<file path="src/rtl/pipe_hazard_ctrl_pkg.sv">
// Shared definitions for the pipeline hazard controller: default widths,
// memory wait length and the memory-wait FSM state encoding.
package pipe_hazard_ctrl_pkg;

    localparam int REG_ADDR_W_DEF      = 5;
    localparam int MEM_WAIT_CYCLES_DEF = 4;
    localparam int STALL_CNT_W_DEF     = 16;

    typedef enum logic [1:0] {
        FSM_IDLE = 2'd0,
        FSM_WAIT = 2'd1,
        FSM_DONE = 2'd2
    } mem_fsm_e;

    // A source register collides with a writer unless the writer is idle or targets r0.
    function automatic logic src_hits(input logic [31:0] src,
                                      input logic [31:0] dest,
                                      input logic        writes);
        return writes && (dest != 32'd0) && (src == dest);
    endfunction

endpackage

</file>
<file path="src/rtl/pipe_hazard_ctrl_if.sv">
// Bundle between the pipeline datapath and the hazard controller.
// master: pipeline side (drives stage info, receives freeze/flush).
// slave : controller side.
interface pipe_hazard_ctrl_if #(
    parameter int REG_ADDR_W  = 5,
    parameter int STALL_CNT_W = 16
);
    logic [REG_ADDR_W-1:0]  id_src1;
    logic [REG_ADDR_W-1:0]  id_src2;
    logic                   id_two_src;
    logic [REG_ADDR_W-1:0]  exe_dest;
    logic                   exe_wb_en;
    logic                   exe_mem_read;
    logic [REG_ADDR_W-1:0]  mem_dest;
    logic                   mem_wb_en;
    logic                   mem_req;
    logic                   branch_taken;

    logic                   pc_freeze;
    logic                   if2id_freeze;
    logic                   if2id_flush;
    logic                   id2exe_freeze;
    logic                   id2exe_flush;
    logic                   back_freeze;
    logic                   mem_ready;
    logic [STALL_CNT_W-1:0] stall_cnt;

    modport master (
        output id_src1, id_src2, id_two_src, exe_dest, exe_wb_en, exe_mem_read,
               mem_dest, mem_wb_en, mem_req, branch_taken,
        input  pc_freeze, if2id_freeze, if2id_flush, id2exe_freeze, id2exe_flush,
               back_freeze, mem_ready, stall_cnt
    );

    modport slave (
        input  id_src1, id_src2, id_two_src, exe_dest, exe_wb_en, exe_mem_read,
               mem_dest, mem_wb_en, mem_req, branch_taken,
        output pc_freeze, if2id_freeze, if2id_flush, id2exe_freeze, id2exe_flush,
               back_freeze, mem_ready, stall_cnt
    );
endinterface

</file>
<file path="src/rtl/pipe_hazard_ctrl_mem_wait.sv">
// Data-memory wait sequencer: freezes the pipe for MEM_WAIT_CYCLES cycles per
// access, then raises mem_ready for one cycle.
//
//   state | meaning
//   IDLE  | no access in flight; a mem_req starts one (busy this same cycle)
//   WAIT  | access in flight; wait_cnt counts down to the terminal count of 1
//   DONE  | data valid (mem_ready); mem_req ignored, always back to IDLE
module mem_wait_fsm
    import pipe_hazard_ctrl_pkg::*;
#(
    parameter int MEM_WAIT_CYCLES = MEM_WAIT_CYCLES_DEF
) (
    input  logic clk,
    input  logic rst,
    input  logic mem_req_i,
    output logic mem_busy_o,
    output logic mem_ready_o
);

    localparam logic [3:0] WAIT_INIT = (MEM_WAIT_CYCLES > 0) ? 4'(MEM_WAIT_CYCLES - 1) : 4'd0;
    localparam logic       HAS_WAIT  = (MEM_WAIT_CYCLES > 0);

    mem_fsm_e   state_q, state_d;
    logic [3:0] wait_cnt_q, wait_cnt_d;

    // State and down-counter registers; reset aborts any access in flight.
    always_ff @(posedge clk or posedge rst) begin
        if (rst) begin
            state_q    <= FSM_IDLE;
            wait_cnt_q <= 4'd0;
        end else begin
            state_q    <= state_d;
            wait_cnt_q <= wait_cnt_d;
        end
    end

    // Next state and busy/ready decode; outputs are held low while in reset.
    always_comb begin
        state_d     = state_q;
        wait_cnt_d  = wait_cnt_q;
        mem_busy_o  = 1'b0;
        mem_ready_o = 1'b0;
        unique case (state_q)
            FSM_IDLE: begin
                if (HAS_WAIT) begin
                    if (mem_req_i) begin
                        mem_busy_o = 1'b1;
                        wait_cnt_d = WAIT_INIT;
                        state_d    = (WAIT_INIT == 4'd0) ? FSM_DONE : FSM_WAIT;
                    end
                end else begin
                    // Single-cycle memory: data is ready in the request cycle.
                    mem_ready_o = mem_req_i;
                end
            end
            FSM_WAIT: begin
                mem_busy_o = 1'b1;
                wait_cnt_d = wait_cnt_q - 4'd1;
                if (wait_cnt_q == 4'd1) begin
                    state_d = FSM_DONE;
                end
            end
            FSM_DONE: begin
                mem_ready_o = 1'b1;
                state_d     = FSM_IDLE;
            end
            default: begin
                state_d = FSM_IDLE;
            end
        endcase
        if (rst) begin
            mem_busy_o  = 1'b0;
            mem_ready_o = 1'b0;
        end
    end

endmodule

</file>
<file path="src/rtl/pipe_hazard_ctrl.sv">
// Pipeline hazard controller: combines the memory-wait freeze, load-use / RAW
// bubble insertion and taken-branch flush into the freeze/flush controls of
// the PC and all pipe registers, and counts PC-stall cycles (saturating).
// Build option HAZARD_FORWARDING_EN: when defined, only load-use stalls;
// otherwise any RAW against EXE or MEM stalls.
module pipe_hazard_ctrl
    import pipe_hazard_ctrl_pkg::*;
#(
    parameter int REG_ADDR_W      = REG_ADDR_W_DEF,
    parameter int MEM_WAIT_CYCLES = MEM_WAIT_CYCLES_DEF,
    parameter int STALL_CNT_W     = STALL_CNT_W_DEF
) (
    input  logic                clk,
    input  logic                rst,
    pipe_hazard_ctrl_if.slave   hz
);

    logic                   mem_busy;
    logic                   mem_ready;
    logic                   hazard_raw;
    logic                   hazard;
    logic [STALL_CNT_W-1:0] stall_cnt_q, stall_cnt_d;

    mem_wait_fsm #(
        .MEM_WAIT_CYCLES (MEM_WAIT_CYCLES)
    ) u_mem_wait_fsm (
        .clk         (clk),
        .rst         (rst),
        .mem_req_i   (hz.mem_req),
        .mem_busy_o  (mem_busy),
        .mem_ready_o (mem_ready)
    );

    // Operand collision detection against the EXE (and, without forwarding, MEM) writers.
    always_comb begin
        logic exe_hit;
        logic mem_hit;
        exe_hit = src_hits(32'(hz.id_src1), 32'(hz.exe_dest), hz.exe_wb_en)
               || (hz.id_two_src && src_hits(32'(hz.id_src2), 32'(hz.exe_dest), hz.exe_wb_en));
        mem_hit = src_hits(32'(hz.id_src1), 32'(hz.mem_dest), hz.mem_wb_en)
               || (hz.id_two_src && src_hits(32'(hz.id_src2), 32'(hz.mem_dest), hz.mem_wb_en));
`ifdef HAZARD_FORWARDING_EN
        hazard_raw = hz.exe_mem_read && exe_hit;
`else
        hazard_raw = exe_hit || mem_hit;
`endif
        // A memory freeze already holds ID, so the bubble is not needed then.
        hazard = hazard_raw && !mem_busy;
    end

    // Freeze/flush decode: memory freeze dominates, then hazard, then branch.
    always_comb begin
        hz.pc_freeze     = mem_busy || hazard;
        hz.if2id_freeze  = mem_busy || hazard;
        hz.id2exe_freeze = mem_busy;
        hz.back_freeze   = mem_busy;
        hz.id2exe_flush  = hazard;
        hz.if2id_flush   = hz.branch_taken && !hazard && !mem_busy;
        hz.mem_ready     = mem_ready;
        hz.stall_cnt     = stall_cnt_q;
    end

    // Saturating count of PC-stalled cycles.
    always_comb begin
        stall_cnt_d = stall_cnt_q;
        if (hz.pc_freeze && (stall_cnt_q != {STALL_CNT_W{1'b1}})) begin
            stall_cnt_d = stall_cnt_q + 1'b1;
        end
    end

    // Stall counter register.
    always_ff @(posedge clk or posedge rst) begin
        if (rst) begin
            stall_cnt_q <= '0;
        end else begin
            stall_cnt_q <= stall_cnt_d;
        end
    end

endmodule

</file>
<file path="src/flat_wrapper.sv">
// flat-port wrapper written by rule: the top's interface ports become plain ports
module pipe_hazard_ctrl_flat import pipe_hazard_ctrl_pkg::*;
#(
    parameter int REG_ADDR_W      = REG_ADDR_W_DEF,
    parameter int MEM_WAIT_CYCLES = MEM_WAIT_CYCLES_DEF,
    parameter int STALL_CNT_W     = STALL_CNT_W_DEF
)
  (clk, rst, hz_id_src1, hz_id_src2, hz_id_two_src, hz_exe_dest, hz_exe_wb_en, hz_exe_mem_read, hz_mem_dest, hz_mem_wb_en, hz_mem_req, hz_branch_taken, hz_pc_freeze, hz_if2id_freeze, hz_if2id_flush, hz_id2exe_freeze, hz_id2exe_flush, hz_back_freeze, hz_mem_ready, hz_stall_cnt);
  pipe_hazard_ctrl_if #(.REG_ADDR_W(REG_ADDR_W), .STALL_CNT_W(STALL_CNT_W)) hz_i ();
  input  logic clk;
  input  logic rst;
  input wire logic [$bits(hz_i.id_src1)-1:0] hz_id_src1;
  input wire logic [$bits(hz_i.id_src2)-1:0] hz_id_src2;
  input wire logic [$bits(hz_i.id_two_src)-1:0] hz_id_two_src;
  input wire logic [$bits(hz_i.exe_dest)-1:0] hz_exe_dest;
  input wire logic [$bits(hz_i.exe_wb_en)-1:0] hz_exe_wb_en;
  input wire logic [$bits(hz_i.exe_mem_read)-1:0] hz_exe_mem_read;
  input wire logic [$bits(hz_i.mem_dest)-1:0] hz_mem_dest;
  input wire logic [$bits(hz_i.mem_wb_en)-1:0] hz_mem_wb_en;
  input wire logic [$bits(hz_i.mem_req)-1:0] hz_mem_req;
  input wire logic [$bits(hz_i.branch_taken)-1:0] hz_branch_taken;
  output wire logic [$bits(hz_i.pc_freeze)-1:0] hz_pc_freeze;
  output wire logic [$bits(hz_i.if2id_freeze)-1:0] hz_if2id_freeze;
  output wire logic [$bits(hz_i.if2id_flush)-1:0] hz_if2id_flush;
  output wire logic [$bits(hz_i.id2exe_freeze)-1:0] hz_id2exe_freeze;
  output wire logic [$bits(hz_i.id2exe_flush)-1:0] hz_id2exe_flush;
  output wire logic [$bits(hz_i.back_freeze)-1:0] hz_back_freeze;
  output wire logic [$bits(hz_i.mem_ready)-1:0] hz_mem_ready;
  output wire logic [$bits(hz_i.stall_cnt)-1:0] hz_stall_cnt;
  assign hz_i.id_src1 = hz_id_src1;
  assign hz_i.id_src2 = hz_id_src2;
  assign hz_i.id_two_src = hz_id_two_src;
  assign hz_i.exe_dest = hz_exe_dest;
  assign hz_i.exe_wb_en = hz_exe_wb_en;
  assign hz_i.exe_mem_read = hz_exe_mem_read;
  assign hz_i.mem_dest = hz_mem_dest;
  assign hz_i.mem_wb_en = hz_mem_wb_en;
  assign hz_i.mem_req = hz_mem_req;
  assign hz_i.branch_taken = hz_branch_taken;
  assign hz_pc_freeze = hz_i.pc_freeze;
  assign hz_if2id_freeze = hz_i.if2id_freeze;
  assign hz_if2id_flush = hz_i.if2id_flush;
  assign hz_id2exe_freeze = hz_i.id2exe_freeze;
  assign hz_id2exe_flush = hz_i.id2exe_flush;
  assign hz_back_freeze = hz_i.back_freeze;
  assign hz_mem_ready = hz_i.mem_ready;
  assign hz_stall_cnt = hz_i.stall_cnt;
  pipe_hazard_ctrl #(.REG_ADDR_W(REG_ADDR_W), .MEM_WAIT_CYCLES(MEM_WAIT_CYCLES), .STALL_CNT_W(STALL_CNT_W)) u_core (.clk(clk), .rst(rst), .hz(hz_i));
endmodule
</file>
<file path="config.mk">
export PLATFORM = sky130hd
export DESIGN_NAME = pipe_hazard_ctrl_flat
export DESIGN_NICKNAME = d
export VERILOG_FILES = /design/src/rtl/pipe_hazard_ctrl_pkg.sv /design/src/rtl/pipe_hazard_ctrl_if.sv /design/src/rtl/pipe_hazard_ctrl_mem_wait.sv /design/src/rtl/pipe_hazard_ctrl.sv /design/src/flat_wrapper.sv
export SDC_FILE = /design/constraint.sdc
export NUM_CORES = 1
export LEC_CHECK = 0
export ABC_AREA = 1
export CORE_ASPECT_RATIO = 1.2
export CORE_MARGIN = 1.5
export CORE_UTILIZATION = 42
export DETAILED_ROUTE_END_ITERATION = 10
export PLACE_DENSITY = 0.83
export RECOVER_POWER = 50
export SETUP_SLACK_MARGIN = 0.2
export SLEW_MARGIN = 20
export SYNTH_ARGS = -nofsm -noshare
export SYNTH_HDL_FRONTEND = slang
export SYNTH_SLANG_ARGS = --single-unit
</file>
<file path="constraint.sdc">
create_clock -name clk -period 1.8 [get_ports clk]
set_input_delay 0.18 -clock clk [delete_from_list [all_inputs] [get_ports clk]]
set_output_delay 0.18 -clock clk [all_outputs]
set_load 0.005 [all_outputs]
</file>
==> flow_metrics.tcl <==
set metrics [dict create \
    status "complete, no violations" \
    post-place-ws_ns -0.3236 \
    synth.area.top_cells "dfrtp_1 (32%), nand2_1 (22%), inv_1 (8.5%)" \
    cts_root_buf "clkbuf_8" \
    end_kind "output port" \
    fmaxAchievable_mhz 594.4 \
    regToRegStartpoint "u_core.hz.stall_cnt[0]$_DFFE_PP0P_" \
    timing.rr.end "u_core.hz.stall_cnt[9]$_DFFE_PP0P_" \
    min_period_ns 1.682 \
    core-area_um2 3941 \
    ctsHoldBuffers 0 \
    finalSetupViolations 0 \
    syn-cell-area_um2 1723 \
    num_rows 25 \
    worstHoldStart "u_core.u_mem_wait_fsm.wait_cnt_q[3]$_DFFE_PP0P_" \
    synthCells 268 \
    maxCapViolCount 0 \
    slowest_delay_ns 0.39 \
    die_h_um 73.16 \
    worstPathArrival_ns 1.50 \
    fin_skew_ns 0.007483 \
    reg2reg_depth 9 \
    vias_per_cell 4.914 \
    port_buffers 49 \
    synth_top_cell_by_area "dfrtp_1" \
    avgRoutedWirePerCell_um 13.07 \
    start_kind "register" \
    grt_pass1_vias 1724 \
    rsz0062_at_grt "yes" \
    fin_ws_ns 0.1176 \
    antenna_left 0 \
    finalCritPeriodShare_pct 93.47 \
    vias 1951 \
    dp_hpwl_mm 3.449 \
    cp_max_fo 6 \
    overflow 0 \
    die_area_um2 4497 \
    slew_headroom_pct 15.10 \
    crit_type "register to output port" \
    syn-num-nets 299 \
    wl_mm 5.188 \
    stdcell_count 397 \
    dp.cells 378 \
    grt_usage_pct 21.29 \
    hold_ws_ns 0.4941 \
    insertion_delay_ns 0.27 \
    diodes 0 \
    min_path_type "register to register" \
    final-hold-violation-count 0 \
    final_nets 375 \
    clock_path_buffers 2 \
    path_cells "inv_2 > nor2_4 > inv_1 > nand2_2 > inv_2 > nor2_4 > buf_6 > inv_4 > nand3_4 > nor2_2 > buf_2" \
    worstMarginPinSlew_ns 1.274 \
    cts_tree "done" \
    synth.yosys.seq_area_share_pct 31.95 \
    cts_buffers 3 \
    regToRegSetupSlack_ns 0.17 \
    h-tree-depth 1 \
    fill_cells 367 \
    p_leak_nw 1.386 \
    min_to "u_core.u_mem_wait_fsm.wait_cnt_q[3]$_DFFE_PP0P_" \
    whs_path_depth 1 \
    io-pin-count 51 \
    drtPass1Iterations 4 \
    cp_slowest_cell "dfrtp_1" \
    cts.sinks 22 \
    syn_avg_cell_area_um2 6.429 \
    grt_antenna_before_repair 0 \
    ys_types 26 \
    post-route-util_pct 65.27 \
    start_util_pct 43.71 \
    ir_drop_mv 0.8653 \
    place_congestion 0.8587 \
    yosysWarnings 0 \
    cts.reportedPaths.clkPinSlew_ns 0.08 \
    grt_max_degree 24 \
    synthToLayoutAreaGrowth_pct 49.31 \
    p_total_mw 2.402 \
    drive_gt1_share_pct 20.70 \
    drc_errors 0 \
    p_per_area_nw_per_um2 933.8 \
    drtIter0Drc 133 \
    grt_first_pass_wirelength_mm 7.134 \
    synth_top_area_share_pct 31.95 \
    drv_slew 0 \
    ys_ff_latch 22 \
    die_width_um 61.47 \
    cp.required_ns 1.62 \
]
-- flip-flops by register name, summed over array words and instances (netlist names) --
| signal | cells |
|---|---|
| u_core.hz.stall_cnt | 16 |
| u_core.u_mem_wait_fsm.state_q | 2 |
| u_core.u_mem_wait_fsm.wait_cnt_q | 4 |
-- layout by cell type (no fill, tap or decap), types with 4 or more instances in the layout --
cell / Yosys / routed
buf_2: 1 / 4
buf_4: 2 / 21
clkbuf_8: 0 / 4
clkdlybuf4s50_1: 0 / 23
dfrtp_1: 22 / 22
dlygate4sd2_1: 0 / 20
inv_1: 39 / 36
inv_2: 7 / 9
nand2_1: 101 / 97
nand2_2: 3 / 5
nand3_1: 26 / 25
nand4_1: 5 / 5
nor2_1: 19 / 14
nor2_2: 0 / 5
nor3_1: 7 / 6
o21ai_0: 6 / 4
xor2_1: 6 / 6
-- how the worst max path moves through the flow --
stage,depth (start not counted),start,end,slack (ns)
after floorplan,9,u_core.hz.stall_cnt[0]$_DFFE_PP0P_,u_core.hz.stall_cnt[0]$_DFFE_PP0P_,0.27
after global placement,9,hz_mem_dest[2],hz_if2id_flush,-0.34
after detailed placement,9,hz_mem_dest[2],hz_if2id_flush,-0.32
after CTS,11,u_core.u_mem_wait_fsm.state_q[0]$_DFFE_PP0P_,hz_if2id_flush,0.14
after global routing,11,u_core.u_mem_wait_fsm.state_q[0]$_DFFE_PP0P_,hz_if2id_flush,0.01
final,11,u_core.u_mem_wait_fsm.state_q[0]$_DFFE_PP0P_,hz_if2id_flush,0.12
-- what timing repair did --
action,in CTS,in global routing
gates cloned,0,2
setup buffers,4,9
endpoints found under the setup margin,22,23
resized for setup,59,14
pin swaps,9,6
-- final cells by class --
| class | instances | area [um2] | share of cell area (%) |
|---|---|---|---|
| Multi-Input combinational cell | 194 | 1030 | 40.03 |
| Timing Repair Buffer | 76 | 689.4 | 26.80 |
| Sequential cell | 22 | 550.5 | 21.40 |
| Inverter | 47 | 180.2 | 7.004 |
| Tap cell | 54 | 67.56 | 2.626 |
| Clock buffer | 4 | 55.05 | 2.140 |
-- synth_stat cells --
master    number
o21ai_0        6
ha_1           3
nor4_2         1
o21ai_1        1
nand3_4        1
buf_2          1
xor2_1         6
a22oi_1        1
dfrtp_1       22
clkinv_1       1
buf_6          2
buf_4          2
nand3_2        3
nand2_1      101
nand4_1        5
nand3_1       26
inv_2          7
xnor2_1        4
nor3_1         7
nor4_1         1
inv_1         39
nor2_1        19
mux2i_1        1
nor2_4         3
a21oi_1        2
nand2_2        3
-- routing by layer --
layer  wire [um]  GRT usage, %  vias up
li1            -             -      973
met1        2058         24.03      911
met2        2820         39.24       58
met3         214         2.660        9
met4          95         8.274        0
met5           0             0        -
-- stage by stage --
step	area, um2	TNS (ns)
3_5_place_dp	2328	-4.529
4_1_cts	2417	0
2_1_floorplan	1723	0
3_3_place_gp	2328	-3.983
5_1_grt	2572	0
6_report	2572	0
-- power breakdown --
part,internal [mW],total (mW),switching [mW]
Combinational,0.697,1.33,0.628
Clock,0.196,0.367,0.171
Sequential,0.609,0.710,0.101
Total,1.50,2.40,0.901
-- worst max-delay path, delay by kind of cell, from the launching register on --
kind          cells  cell delay, ns
buf+inv           6            0.52
flops             1            0.39
simple gates      5            0.33
-- cells by family (layout without fill, tap and decap cells) --
family / count (synthesis) / count (layout) / synth area share (%)
simple gates: 170 / 170 / 44.44
fa+ha+maj: 3 / 3 / 2.179
buf+inv: 52 / 127 / 12.71
mux: 1 / 1 / 0.5810
compound gates: 10 / 10 / 3.050
xor+xnor: 10 / 10 / 5.083
flops: 22 / 22 / 31.95
Power figures use the tool's default switching activity.
